## config.mk

```make
export PLATFORM = sky130hd
export DESIGN_NAME = spi_mem_arbiter
export DESIGN_NICKNAME = d
export VERILOG_FILES = /design/src/rtl/spi_mem_arbiter.sv
export SDC_FILE = /design/constraint.sdc
export NUM_CORES = 1
export LEC_CHECK = 0
export ABC_AREA = 1
export CAP_MARGIN = 5
export CORE_AREA = 2 2 96 98
export DETAILED_ROUTE_END_ITERATION = 8
export DIE_AREA = 0 0 98 100
export PLACE_DENSITY = 0.85
export SLEW_MARGIN = 10
export SYNTH_ARGS = -nofsm -noshare
export SYNTH_HDL_FRONTEND = slang
export SYNTH_SLANG_ARGS = --single-unit
```

## constraint.sdc

```tcl
create_clock -name clk -period 7.2 [get_ports clk]
set_input_delay 2.16 -clock clk [delete_from_list [all_inputs] [get_ports clk]]
set_output_delay 2.16 -clock clk [all_outputs]
set_load 0.1 [all_outputs]
```

## src/rtl/spi_mem_arbiter.sv

```systemverilog
// spi_mem_arbiter: shares the QSPI memory port between CPU and PCM fetch.
// Registered, transaction-locked, PCM-first with a CPU starvation guard.
module spi_mem_arbiter #(
  parameter int AW           = 24,
  parameter int DW           = 32,
  parameter bit PCM_PRIORITY = 1'b1,
  parameter int STARVE_LIMIT = 4
) (
  input  logic          clk,
  input  logic          rst,
  input  logic          cpu_valid,
  input  logic [AW-1:0] cpu_addr,
  input  logic          cpu_we,
  input  logic [DW-1:0] cpu_wdata,
  input  logic          cpu_select,
  output logic          cpu_ready,
  output logic [DW-1:0] cpu_rdata,
  input  logic          pcm_valid,
  input  logic [AW-1:0] pcm_addr,
  output logic          pcm_ready,
  output logic [7:0]    pcm_rdata,
  output logic          mem_valid,
  output logic [AW-1:0] mem_addr,
  output logic          mem_we,
  output logic [DW-1:0] mem_wdata,
  output logic [1:0]    mem_length,
  output logic          mem_select,
  input  logic          mem_ready,
  input  logic [DW-1:0] mem_rdata,
  output logic [1:0]    owner
);

  localparam logic [3:0] LIM = 4'(STARVE_LIMIT);

  typedef enum logic [1:0] {
    IDLE    = 2'd0,
    GNT_CPU = 2'd1,
    GNT_PCM = 2'd2
  } state_t;

  state_t     state, state_n;
  logic [3:0] starve_cnt, starve_n;
  logic       any_valid;
  logic       prio_valid;
  logic       other_valid;
  logic       pick_prio;
  logic       pick_pcm;
  logic       grant;

  // Winner selection: priority side unless the other side has waited too long.
  always_comb begin
    prio_valid  = PCM_PRIORITY ? pcm_valid : cpu_valid;
    other_valid = PCM_PRIORITY ? cpu_valid : pcm_valid;
    any_valid   = cpu_valid | pcm_valid;
    pick_prio   = prio_valid &&
                  (!other_valid || starve_cnt != LIM);
    pick_pcm    = PCM_PRIORITY ? pick_prio : !pick_prio;
    grant       = (state == IDLE) && any_valid;
  end

  // Next-state and starvation counter update.
  always_comb begin
    state_n  = state;
    starve_n = starve_cnt;
    unique case (state)
      IDLE: begin
        if (any_valid) begin
          state_n = pick_pcm ? GNT_PCM : GNT_CPU;
          if (pick_prio && other_valid && starve_cnt != LIM)
            starve_n = starve_cnt + 4'd1;
          else if (!pick_prio)
            starve_n = 4'd0;
        end
      end
      GNT_CPU: if (mem_ready) state_n = IDLE;
      GNT_PCM: if (mem_ready) state_n = IDLE;
      default: state_n = IDLE;
    endcase
  end

  // State and counter registers.
  always_ff @(posedge clk or posedge rst) begin
    if (rst) begin
      state      <= IDLE;
      starve_cnt <= 4'd0;
    end else begin
      state      <= state_n;
      starve_cnt <= starve_n;
    end
  end

  // Command latch: fields frozen from grant until mem_ready.
  always_ff @(posedge clk or posedge rst) begin
    if (rst) begin
      mem_valid  <= 1'b0;
      mem_addr   <= '0;
      mem_we     <= 1'b0;
      mem_wdata  <= '0;
      mem_length <= 2'b00;
      mem_select <= 1'b0;
      owner      <= 2'b00;
    end else if (grant) begin
      mem_valid <= 1'b1;
      if (pick_pcm) begin
        mem_addr   <= pcm_addr;
        mem_we     <= 1'b0;
        mem_wdata  <= '0;
        mem_length <= 2'b00;
        mem_select <= 1'b1;
        owner      <= 2'b10;
      end else begin
        mem_addr   <= cpu_addr;
        mem_we     <= cpu_we;
        mem_wdata  <= cpu_wdata;
        mem_length <= 2'b11;
        mem_select <= cpu_select;
        owner      <= 2'b01;
      end
    end else if (state != IDLE && mem_ready) begin
      mem_valid <= 1'b0;
      owner     <= 2'b00;
    end
  end

  // Completion strobes go straight from mem_ready to the owner.
  always_comb begin
    cpu_ready = (state == GNT_CPU) && mem_ready;
    pcm_ready = (state == GNT_PCM) && mem_ready;
    cpu_rdata = cpu_ready ? mem_rdata : '0;
    pcm_rdata = pcm_ready ? mem_rdata[7:0] : 8'h00;
  end

endmodule

```

======== Word level (Yosys, flattened, before mapping) ========
Index checks and enable logic that the tools add are counted.
storage, ports and cells
  word-level logic and storage cells ...... 49
  input bits .............................. 119
  register bits after elaboration ......... 69
cells by class
  reductions and logical operators ........ 15
  mux-type cells .......................... 17
  bitwise logic cells ..................... 1
  equality and inequality tests ........... 6
  $add $sub $neg .......................... 1
operators with widths
  operator                                                          count
  32-bit two-way mux                                                2
  24-bit two-way mux                                                1
  2-bit two-way mux                                                 6
  4-bit two-way mux                                                 2
  8-bit two-way mux                                                 1
  1-bit logical AND                                                 7
  4-bit by 1-bit adder with 4-bit output (second input constant)    1
  1-bit two-way mux                                                 4
  2-bit by 1-bit != test with 1-bit output (second input constant)  2
  4-bit by 3-bit != test with 1-bit output (second input constant)  1
  2-bit case mux with 2 select lines                                1
  2-bit nonzero test                                                2
  3-bit AND reduction                                               1
  2-bit by 1-bit == test with 1-bit output (second input constant)  1
  2-bit == test (second input constant)                             1
  2-bit logical NOT                                                 1
  2-bit != test (second input constant)                             1
  2-bit AND reduction                                               1
  2-bit OR reduction                                                1
  1-bit logical NOT                                                 1
  1-bit logical OR                                                  1
  1-bit bitwise OR                                                  1

======== Longest topological paths before layout ========
Gate-level depths: netlist (run 1).
  word-level depth ........................ 7
  gate-level depth with buffers ........... 9

======== Least setup slack after synthesis (run 1) ========
Ideal clock, no wire load.
  path type ............................... input to output
  start ................................... in mem_ready
  end ..................................... out cpu_rdata[22]
  setup slack ............................. 1.306 ns
  stages on the path ...................... 3
  arrival time ............................ 3.734 ns
  buffers on the path ..................... 1
  cell sequence ........................... nand2_1 -> clkbuf_1 -> nor2_1
between the ends
  word-level cells in the longest chain between the ends .. 2
RTL lines
  item                line  text
  start: declaration  28    input logic mem_ready,
  1-bit logical AND   127   cpu_ready = (state == GNT_CPU) && mem_ready;
  32-bit two-way mux  129   cpu_rdata = cpu_ready ? mem_rdata : '0;
  end: declaration    17    output logic [DW-1:0] cpu_rdata,
Every way passes these cells.

======== Worst setup path after layout (run 1) ========
  start ................................... in mem_ready
  end ..................................... out cpu_rdata[3]
The elaborated chain is that of the path after synthesis.

==> metrics, run 1 <==
Tmin final=6.08 ns; initial cell density of the core=37.7%; CP endpoint kind=output port; Crit Path Max Fanout=33; RePlAce Congestion=0.782; area grow syn2layout=68.8%; Detail Route Antenna Nets=0; H-tree Lvls=3; Worst-path clk slew=0.07 ns; core area=8890 sq um; vias in the first global route=3491; CP Data Arrival Time=3.92 ns; MaxCap Viol Count=0; DR vias/cell=4.81; Num CTS Buffers=9; CP Launch Type=primary input; RSZ-0062 raised after global routing=no; syn_nets=549; Detail Placement HPWL=7910 um; r2r setup slk=4.39 ns; GRT Util Overall=21.2%; Final Hold Vio Count=0; worst slew pin tran=1.06 ns; clk buf depth=2; routed wire length=10600 um; I/O pins=224; setup TNS=0 ns; ANT cells=0; hold crit path type=flop to flop; Critical Path RT=5.04 ns; syn_area_per_cell=7.89 sq um; crit path to=cpu_rdata[3]; full die area=9800 sq um; share of cells above drive strength 1=10.6%; post-cts sizing count=0; worst relative slew slack=29.0%; Worst Reg2Reg Path Length in Cells=8; sequential element share of the synthesized area=50.7%; library cells used by synthesis=20; max-slew violation count=0; global route overflow=0; Final Skew=0.0107 ns; post-cts hold buffer count=0; Filler Cell Count=733; Post-CTS Setup Bufs=0; Clock Latency Late Sink=0.34 ns; first drt pass iteration count=4; largest net degree at the start of global routing=69; synthesized flop and latch total=68; share of the clock period used by the worst path=84.5%; via count=3609; IO buf count=223; fmax=164 MHz; status=finished, final reports clean; final cell count without fillers=750; Wirelength per Cell=14.2 um; DRT iter0 DRCs=128; Die H=100 um; number of clock sinks=68; global-route wire length before repair=16800 um; crit path kind=primary input to output port; synth warn=0; worst flop-to-flop path startpoint=state[1]; Worst setup startpoint=mem_ready; row count=35; clock root buffer=clkbuf_8; Worst R2R End=mem_wdata[1]; placed cell count=734; antenna violations before repair=0; # DRC=0; Cell Area, Synth=3350 sq um; Final #Nets=758; Post-Syn Instances=425; CTS tree=built; die width=98 um; final setup violation count=0
## synthesized netlist by cell type
cell / count / area (sq um)
nand4_1: 26 / 163
a21oi_2: 1 / 8.76
o21a_1: 1 / 7.51
nand2_1: 142 / 533
o22ai_1: 1 / 6.26
dfrtp_1: 68 / 1700
nand3_2: 1 / 10.0
xor2_1: 1 / 8.76
buf_4: 5 / 37.5
buf_6: 9 / 101
inv_4: 1 / 6.26
clkbuf_1: 8 / 30.0
nor2_1: 44 / 165
ha_1: 5 / 62.6
buf_2: 4 / 20.0
inv_1: 46 / 173
nand3_1: 54 / 270
inv_2: 3 / 11.3
o21ai_0: 3 / 15.0
nand2_4: 2 / 22.5
## final cells by class
cell class	count	area [sq um]	area share (%)
sequential	68	1700	30.1
clock inverter	7	98.8	1.75
multi-input combinational	281	1270	22.5
clock buffer	9	124	2.19
inverter	50	190	3.36
timing repair buffer	224	2130	37.7
tap	111	139	2.45
## per-layer routing
metal | up-vias | wire (um) | global-route usage, %
met5 | - | 0 | 0
met4 | 0 | 199 | 7.59
met3 | 16 | 884 | 6.48
met2 | 167 | 5520 | 38.8
met1 | 1679 | 4020 | 23.2
li1 | 1747 | - | -
## stage by stage
| stage | instance area [sq um] | utilization, % | hold WS (ns) | setup WS (ns) |
|---|---|---|---|---|
| 2_1_floorplan | 3350 | - | 0.477 | 1.31 |
| 3_3_place_gp | 5440 | 61.2 | 0.462 | 1.24 |
| 3_5_place_dp | 5440 | 61.2 | 0.465 | 1.12 |
| 4_1_cts | 5660 | 63.7 | 0.488 | 1.11 |
| 5_1_grt | 5660 | 63.7 | 0.510 | 0.918 |
| 6_report | 5660 | 63.7 | 0.481 | 1.12 |
## cell families (layout without fill, tap and decap cells)
logic type      count (synthesis)  after routing  synth area share, %
xor+xnor                        1              1                0.261
flops                          68             68                 50.7
simple gates                  269            269                 34.7
fa+ha+maj                       5              5                 1.87
buf+inv                        76            290                 11.3
compound gates                  6              6                 1.12
## layout by cell type (no fill, tap or decap)
cell type,instances
inv_6,1
clkbuf_8,9
clkinvlp_4,1
dfrtp_1,68
clkinv_2,1
ha_1,5
inv_1,45
nand4_1,26
nand2_4,2
bufinv_16,2
nand3_2,1
clkinv_4,2
nand2_1,142
o22ai_1,1
o21a_1,1
clkdlybuf4s50_1,181
a21oi_2,1
inv_2,4
xor2_1,1
o21ai_0,3
nand3_1,54
nor2_1,44
inv_4,1
buf_4,43
## critical path, cell delays in order
cell             delay, ns
clkdlybuf4s50_1       0.51
nand2_1               0.59
nor2_1                0.31
buf_4                 0.34
## worst min-delay path by stage
stage / startpoint / end / cells after the start
after floorplan: state[0] / state[0] / 2
after global placement: mem_wdata[11] / mem_wdata[11] / 2
after detailed placement: mem_wdata[11] / mem_wdata[11] / 2
after CTS: mem_wdata[11] / mem_wdata[11] / 2
after global routing: mem_wdata[11] / mem_wdata[11] / 2
final: mem_wdata[31] / mem_wdata[31] / 2
## registers in the layout (all words and copies together) (netlist names)
register    cells
mem_addr       24
mem_valid       1
mem_we          1
mem_wdata      32
mem_length      1
starve_cnt      4
owner           2
state           2
mem_select      1
Power of run 1 is left out: the tool's default activity adds up to more than one toggle a clock period on the data nets, which glitch-free logic cannot reach.
==> run 2: changes to the inputs <==
Settings changed: CORE_AREA 2 2 96 98 to 2 2 104 106, DIE_AREA 0 0 98 100 to 0 0 106 108, PLACE_DENSITY 0.85 to 0.77.
Clock period 7.2 ns to 5.05 ns, I/O delays scaled along.
==> run 2 against run 1 <==
  * Via count rose by 0.39%
  * Non-clock buffer count rose by 2
  * Wire length rose by 4.8%
  * Flip-flop and latch count did not move
  * Count of clock-buffer cells in the layout did not move
  * First-iteration DRC count rose by 88%
  * Global-route usage fell by 1.9 points
  * Worst setup slack got worse by 0.37 ns
  * Worst hold slack improved by 0.0060 ns
  * Critical path type unchanged
  * Highest routed layer unchanged
==> metrics, run 2 (synthesis gave the netlist of run 1 again) <==
Crit path buffers/inverters=3 (+1); CP top delay family=buffers and inverters; worst slew pin tran=1.10 ns (+0.0341 ns); CP Launch Type=primary input; hold crit path type=flop to flop; vias in the first global route=3600 (+3.1%); RePlAce Congestion=0.799 (+2.2%); CP endpoint kind=output port; Num CTS Buffers=9 (unchanged); # DRC=0 (unchanged); Filler Cell Count=875 (+19%); status=finished, final reports clean; initial cell density of the core=32.8% (-4.9 points); global route overflow=0 (unchanged); routed wire length=11100 um (+4.8%); clock root buffer=clkbuf_8; ANT cells=0 (unchanged); Final #Nets=760 (+0.26%); antenna violations before repair=0 (unchanged); die width=106 um (+8.2%); area grow syn2layout=85.1%; Die H=108 um (+8.0%); fmax=233 MHz; I/O pins=224 (unchanged); CP max stage delay=0.52 ns (-0.07 ns); clk buf depth=2 (unchanged); max reg flops=32 (unchanged); worst relative slew slack=26.7% (-2.3 points); Crit Path Max Fanout=33 (unchanged); RSZ-0062 raised after global routing=no; Tmin final=4.30 ns; row count=37 (+5.7%); largest net degree at the start of global routing=61 (-12%); Detail Route Antenna Nets=0 (unchanged); full die area=11400 sq um (+17%); Final Skew=0.0143 ns (+0.00360 ns); Wirelength per Cell=14.3 um (+1.1%); final setup violation count=0 (unchanged); most frequent cells in the layout=clkdlybuf4s50_1 (181), nand2_1 (142), dfrtp_1 (68), nand3_1 (54), inv_1 (45); CP max stage cell=clkdlybuf4s50_1; Final Hold Vio Count=0 (unchanged); MaxCap Viol Count=0 (unchanged); crit path kind=primary input to output port; CTS tree=built; share of the clock period used by the worst path=85.1%; Critical Path RT=3.54 ns (-1.50 ns); post-cts sizing count=0 (unchanged); GRT Util Overall=19.3% (-1.9 points); IO buf count=223 (unchanged); max-slew violation count=0 (unchanged); WHS=0.487 ns (+0.00596 ns); Post-CTS Setup Bufs=0 (unchanged); Clock Latency Late Sink=0.35 ns (about the same); via count=3623 (+0.39%); Detail Placement HPWL=8500 um (+7.4%); number of clock sinks=68 (unchanged); largest registers=mem_wdata x32, mem_addr x24, starve_cnt x4; first drt pass iteration count=4 (unchanged); DR vias/cell=4.66 (-3.1%); H-tree Lvls=3 (unchanged); share of cells above drive strength 1=10.9% (+0.28 points); core area=10200 sq um (+15%); crit path cell chain=clkdlybuf4s50_1 > nand2_1 > buf_4 > nor2_1 > buf_12; Worst-path clk slew=0.07 ns (about the same); global-route wire length before repair=17600 um (+4.6%); Reg with most FFs=mem_wdata; commonest non-fill, non-tap cell in the layout=clkdlybuf4s50_1; DRT iter0 DRCs=240 (+88%); CP Data Arrival Time=2.78 ns (-1.14 ns); setup TNS=0 ns (unchanged); post-cts hold buffer count=0 (unchanged)
run 2: final cells by class:
class | instances | area (sq um) | area share (%)
tap | 136 | 170 | 2.74
inverter | 50 | 190 | 3.06
multi-input combinational | 281 | 1270 | 20.5
timing repair buffer | 226 | 2680 | 43.1
clock inverter | 7 | 73.8 | 1.19
sequential | 68 | 1700 | 27.4
clock buffer | 9 | 124 | 2.00
run 2: worst paths after layout:
kind	start	to	slack, ns	cells past startpoint
setup / recovery	mem_ready	cpu_rdata[29]	0.75	5
hold / removal	mem_wdata[11]	mem_wdata[11]	0.49	2
setup reg to reg	state[1]	mem_wdata[15]	2.34	8
hold reg to reg	mem_wdata[11]	mem_wdata[11]	0.49	2
max in group asynchronous	rst	mem_wdata[11]	2.52	3
min in group asynchronous	rst	mem_wdata[13]	1.59	2
run 2: stage by stage:
stage	instances	utilization (%)	setup slack, ns	cell area, sq um
after floorplan	425	-	0.446	3350
after global placement	761	58.7	0.800	6010
after detailed placement	761	58.7	0.750	6010
after CTS	777	60.7	0.735	6210
after global routing	777	60.7	0.670	6210
final	777	60.7	0.750	6210
run 2: routing by layer:
layer,track usage (%),vias to the layer above,routed length (um)
met2,35.5,172,5880
li1,-,1749,-
met5,0,-,0
met1,21.9,1692,4340
met3,5.97,10,801
met4,4.70,0,112
run 2: worst register-to-register path: stages, from the launching register on:
cell and delay [ns]:
dfrtp_1 0.41, inv_1 0.09, ha_1 0.86, nand2_1 0.20, inv_2 0.47, nand2_4 0.13
inv_4 0.30, nand2_1 0.13, nand2_1 0.08
Power of run 2 is left out for the same reason.
==> run 3: changes to the inputs <==
Settings changed: ABC_AREA 1 to unset, PLACE_DENSITY 0.77 to 0.75.
==> run 3 against run 2 <==
  * Wire length decreased by 4.5%
  * Flip-flop and latch count stayed put
  * Maximum frequency shrank 0.27%
  * Worst setup slack lost 0.012 ns
  * Synthesized cell count decreased by 38%
  * Sequential share of layout area up 0.62 points
  * Count of clock-buffer cells in the layout is 4 higher
  * Critical path type unchanged
  * Critical endpoint is now pcm_rdata[2]
  * Largest cell class unchanged
==> metrics, run 3 <==
max-slew violation count=0 (unchanged); XOR/XNOR Fraction of Synth Area=0% (-0.26 points); CTS tree=built; area share of and/or/nand/nor cells after synthesis=16.8% (-18 points); CP endpoint kind=output port; leakage power=2.72 nW; most frequent cells in the layout=clkdlybuf4s50_1 (181), dfrtp_1 (68), buf_12 (43), and3_1 (40), a22o_1 (34); Logic pwr share=69.7%; Critical Path RT=3.54 ns (about the same); area leader, netlist=dfrtp_1; Final Hold Vio Count=0 (unchanged); CP max stage delay=0.46 ns (-0.06 ns); r2r setup slk=2.66 ns (+0.32 ns); Crit Path Max Fanout=44 (+33%); vias in the first global route=3140 (-13%); worst relative slew slack=31.2% (+4.5 points); clock root buffer=clkbuf_8; I/O pins=224 (unchanged); syn_nets=389 (-29%); status=finished, final reports clean; area grow syn2layout=94.6%; sw frac=58.5%; worst slew pin tran=1.03 ns (-0.0639 ns); antenna violations before repair=0 (unchanged); Final #Nets=603 (-21%); fraction of the mapped netlist area in adder cells=2.01% (+0.14 points); CP max stage cell=clkdlybuf4s50_1; largest family of logic cells by synthesized area=compound AO/OA/AOI/OAI gates; initial cell density of the core=30.5% (-2.3 points); MaxCap Viol Count=0 (unchanged); H-tree Lvls=3 (unchanged); first drt pass iteration count=4 (unchanged); share of the clock period used by the worst path=85.4% (+0.23 points); Detail Route Antenna Nets=0 (unchanged); full die area=11400 sq um (unchanged); share of cells above drive strength 1=14.9% (+4.0 points); Filler Cell Count=826 (-5.6%); number of clock sinks=68 (unchanged); DR vias/cell=4.90 (+5.0%); Post-CTS Setup Bufs=0 (unchanged); crit path kind=primary input to output port; fmax=232 MHz (-0.27%); worst IR drop on VDD=0.575 mV; P_int=1.87 mW; hold crit path type=flop to flop; post-cts hold buffer count=0 (unchanged); sequential element share of the synthesized area=54.6% (+3.8 points); Wirelength per Cell=17.1 um (+20%); CP Data Arrival Time=2.80 ns (+0.02 ns); register share of total power=20.0%; library cells used by synthesis=33 (+65%); global route overflow=0 (unchanged); Worst Reg2Reg Path Length in Cells=6 (-2); Tmin final=4.31 ns (+0.0116 ns); RSZ-0062 raised after global routing=no; via count=3036 (-16%); Die H=108 um (unchanged); multiplexer share of the synthesized area=0.321% (+0.32 points); Clock Latency Late Sink=0.35 ns (about the same); Async SR Flop Fraction=100% (unchanged); row count=37 (unchanged); Num CTS Buffers=9 (unchanged); Final Skew=0.00869 ns (-0.00561 ns); Worst-path clk slew=0.07 ns (about the same); max reg flops=32 (unchanged); clk buf depth=2 (unchanged); Post-Syn Instances=265 (-38%); GRT Util Overall=18.4% (-0.92 points); setup TNS=0 ns (unchanged); largest registers=mem_wdata x32, mem_addr x24, starve_cnt x4; share of the synthesized area in the top cell type=54.6% (+3.8 points); routed wire length=10600 um (-4.5%); compound-gate portion of the synthesized area=20.9% (+20 points); Reg with most FFs=mem_wdata; DRT iter0 DRCs=110 (-54%); syn_area_per_cell=11.8 sq um (+49%); CP Launch Type=primary input; core area=10200 sq um (unchanged); clock share of power=10.3%; # DRC=0 (unchanged); commonest non-fill, non-tap cell in the layout=clkdlybuf4s50_1; Main synth FF type=dfrtp_1; count leader, synth=dfrtp_1; synthesized flop and latch total=68 (unchanged); Cell Area, Synth=3120 sq um (-7.0%); power per cell area=742 nW/um^2; Switching Power=2.64 mW; ranking of synthesized cells by area=dfrtp_1 (55%), a22o_1 (9.5%), and3_1 (8.0%), a221o_1 (5.8%), and2_1 (4.2%); ANT cells=0 (unchanged); Detail Placement HPWL=8050 um (-5.3%); global-route wire length before repair=16200 um (-7.7%); crit path cell chain=clkdlybuf4s50_1 > buf_4 > and3_1 > buf_12; most frequent cells after synthesis=dfrtp_1 (68), and3_1 (40), a22o_1 (34); WHS=0.488 ns (+0.000888 ns); Hold Path Stages=1 (-1); synth warn=0 (unchanged); final setup violation count=0 (unchanged); die width=106 um (unchanged); IO buf count=223 (unchanged); post-cts sizing count=0 (unchanged); RePlAce Congestion=0.822 (+2.9%); largest net degree at the start of global routing=50 (-18%); number of synthesized flops with an enable pin=0 (unchanged)
-- run 3: kinds of logic (layout without fill, tap and decap cells) --
| family | count (synthesis) | in the layout |
|---|---|---|
| muxes | 1 | 1 |
| buffers and inverters | 33 | 252 |
| adders and majority gates | 5 | 5 |
| AOI/OAI and AO/OA | 72 | 72 |
| and+or+nand+nor | 86 | 86 |
| DFF | 68 | 68 |
-- run 3: power groups by stage --
stage / sequential (mW) / combinational, mW / clock, mW
after floorplan: 2.39 / 0.835 / 0
after global placement: 0.899 / 3.12 / 0
after detailed placement: 0.905 / 3.15 / 0
after CTS: 0.903 / 3.16 / 0.478
after global routing: 0.931 / 3.24 / 0.501
final: 0.902 / 3.14 / 0.464
-- run 3: metrics by stage --
step	instance area [sq um]	util (%)	setup WS (ns)	total power [mW]	cells
floorplan	3120	-	1.03	3.22	265
global placement	5870	57.3	0.764	4.02	604
detailed placement	5870	57.3	0.738	4.06	604
CTS	6070	59.3	0.719	4.54	620
global route	6070	59.3	0.674	4.68	620
finish	6070	59.3	0.738	4.50	620
-- run 3: path summary, 6_finish.rpt --
| path | startpoint | endpoint |
|---|---|---|
| max reg2reg | state[0] | mem_addr[8] |
| min reg2reg | owner[1] | owner[1] |
| max in group asynchronous | rst | mem_wdata[28] |
| min | owner[1] | owner[1] |
| max | mem_ready | pcm_rdata[2] |
| min in group asynchronous | rst | mem_addr[9] |
-- run 3: cell type report --
type | instances | area, sq um | area share [%]
Timing Repair Buffer | 227 | 2700 | 44.4
Inverter | 9 | 33.8 | 0.557
Sequential cell | 68 | 1700 | 28.0
Clock buffer | 13 | 159 | 2.62
Tap cell | 136 | 170 | 2.80
Clock inverter | 3 | 45.0 | 0.742
Multi-Input combinational cell | 164 | 1260 | 20.8
-- run 3: per-layer routing --
layer	vias to the layer above	share of wire, %	track usage (%)
met5	-	0	0
met4	0	2.3	6.95
li1	1414	-	-
met1	1432	38	19.2
met2	175	50	32.9
met3	15	9.2	7.90
-- run 3: critical path, delay by kind of cell --
family,cells,cell delay (ns)
buf+inv,3,0.96
simple gates,1,0.31
(Power assumes the default switching activity.)
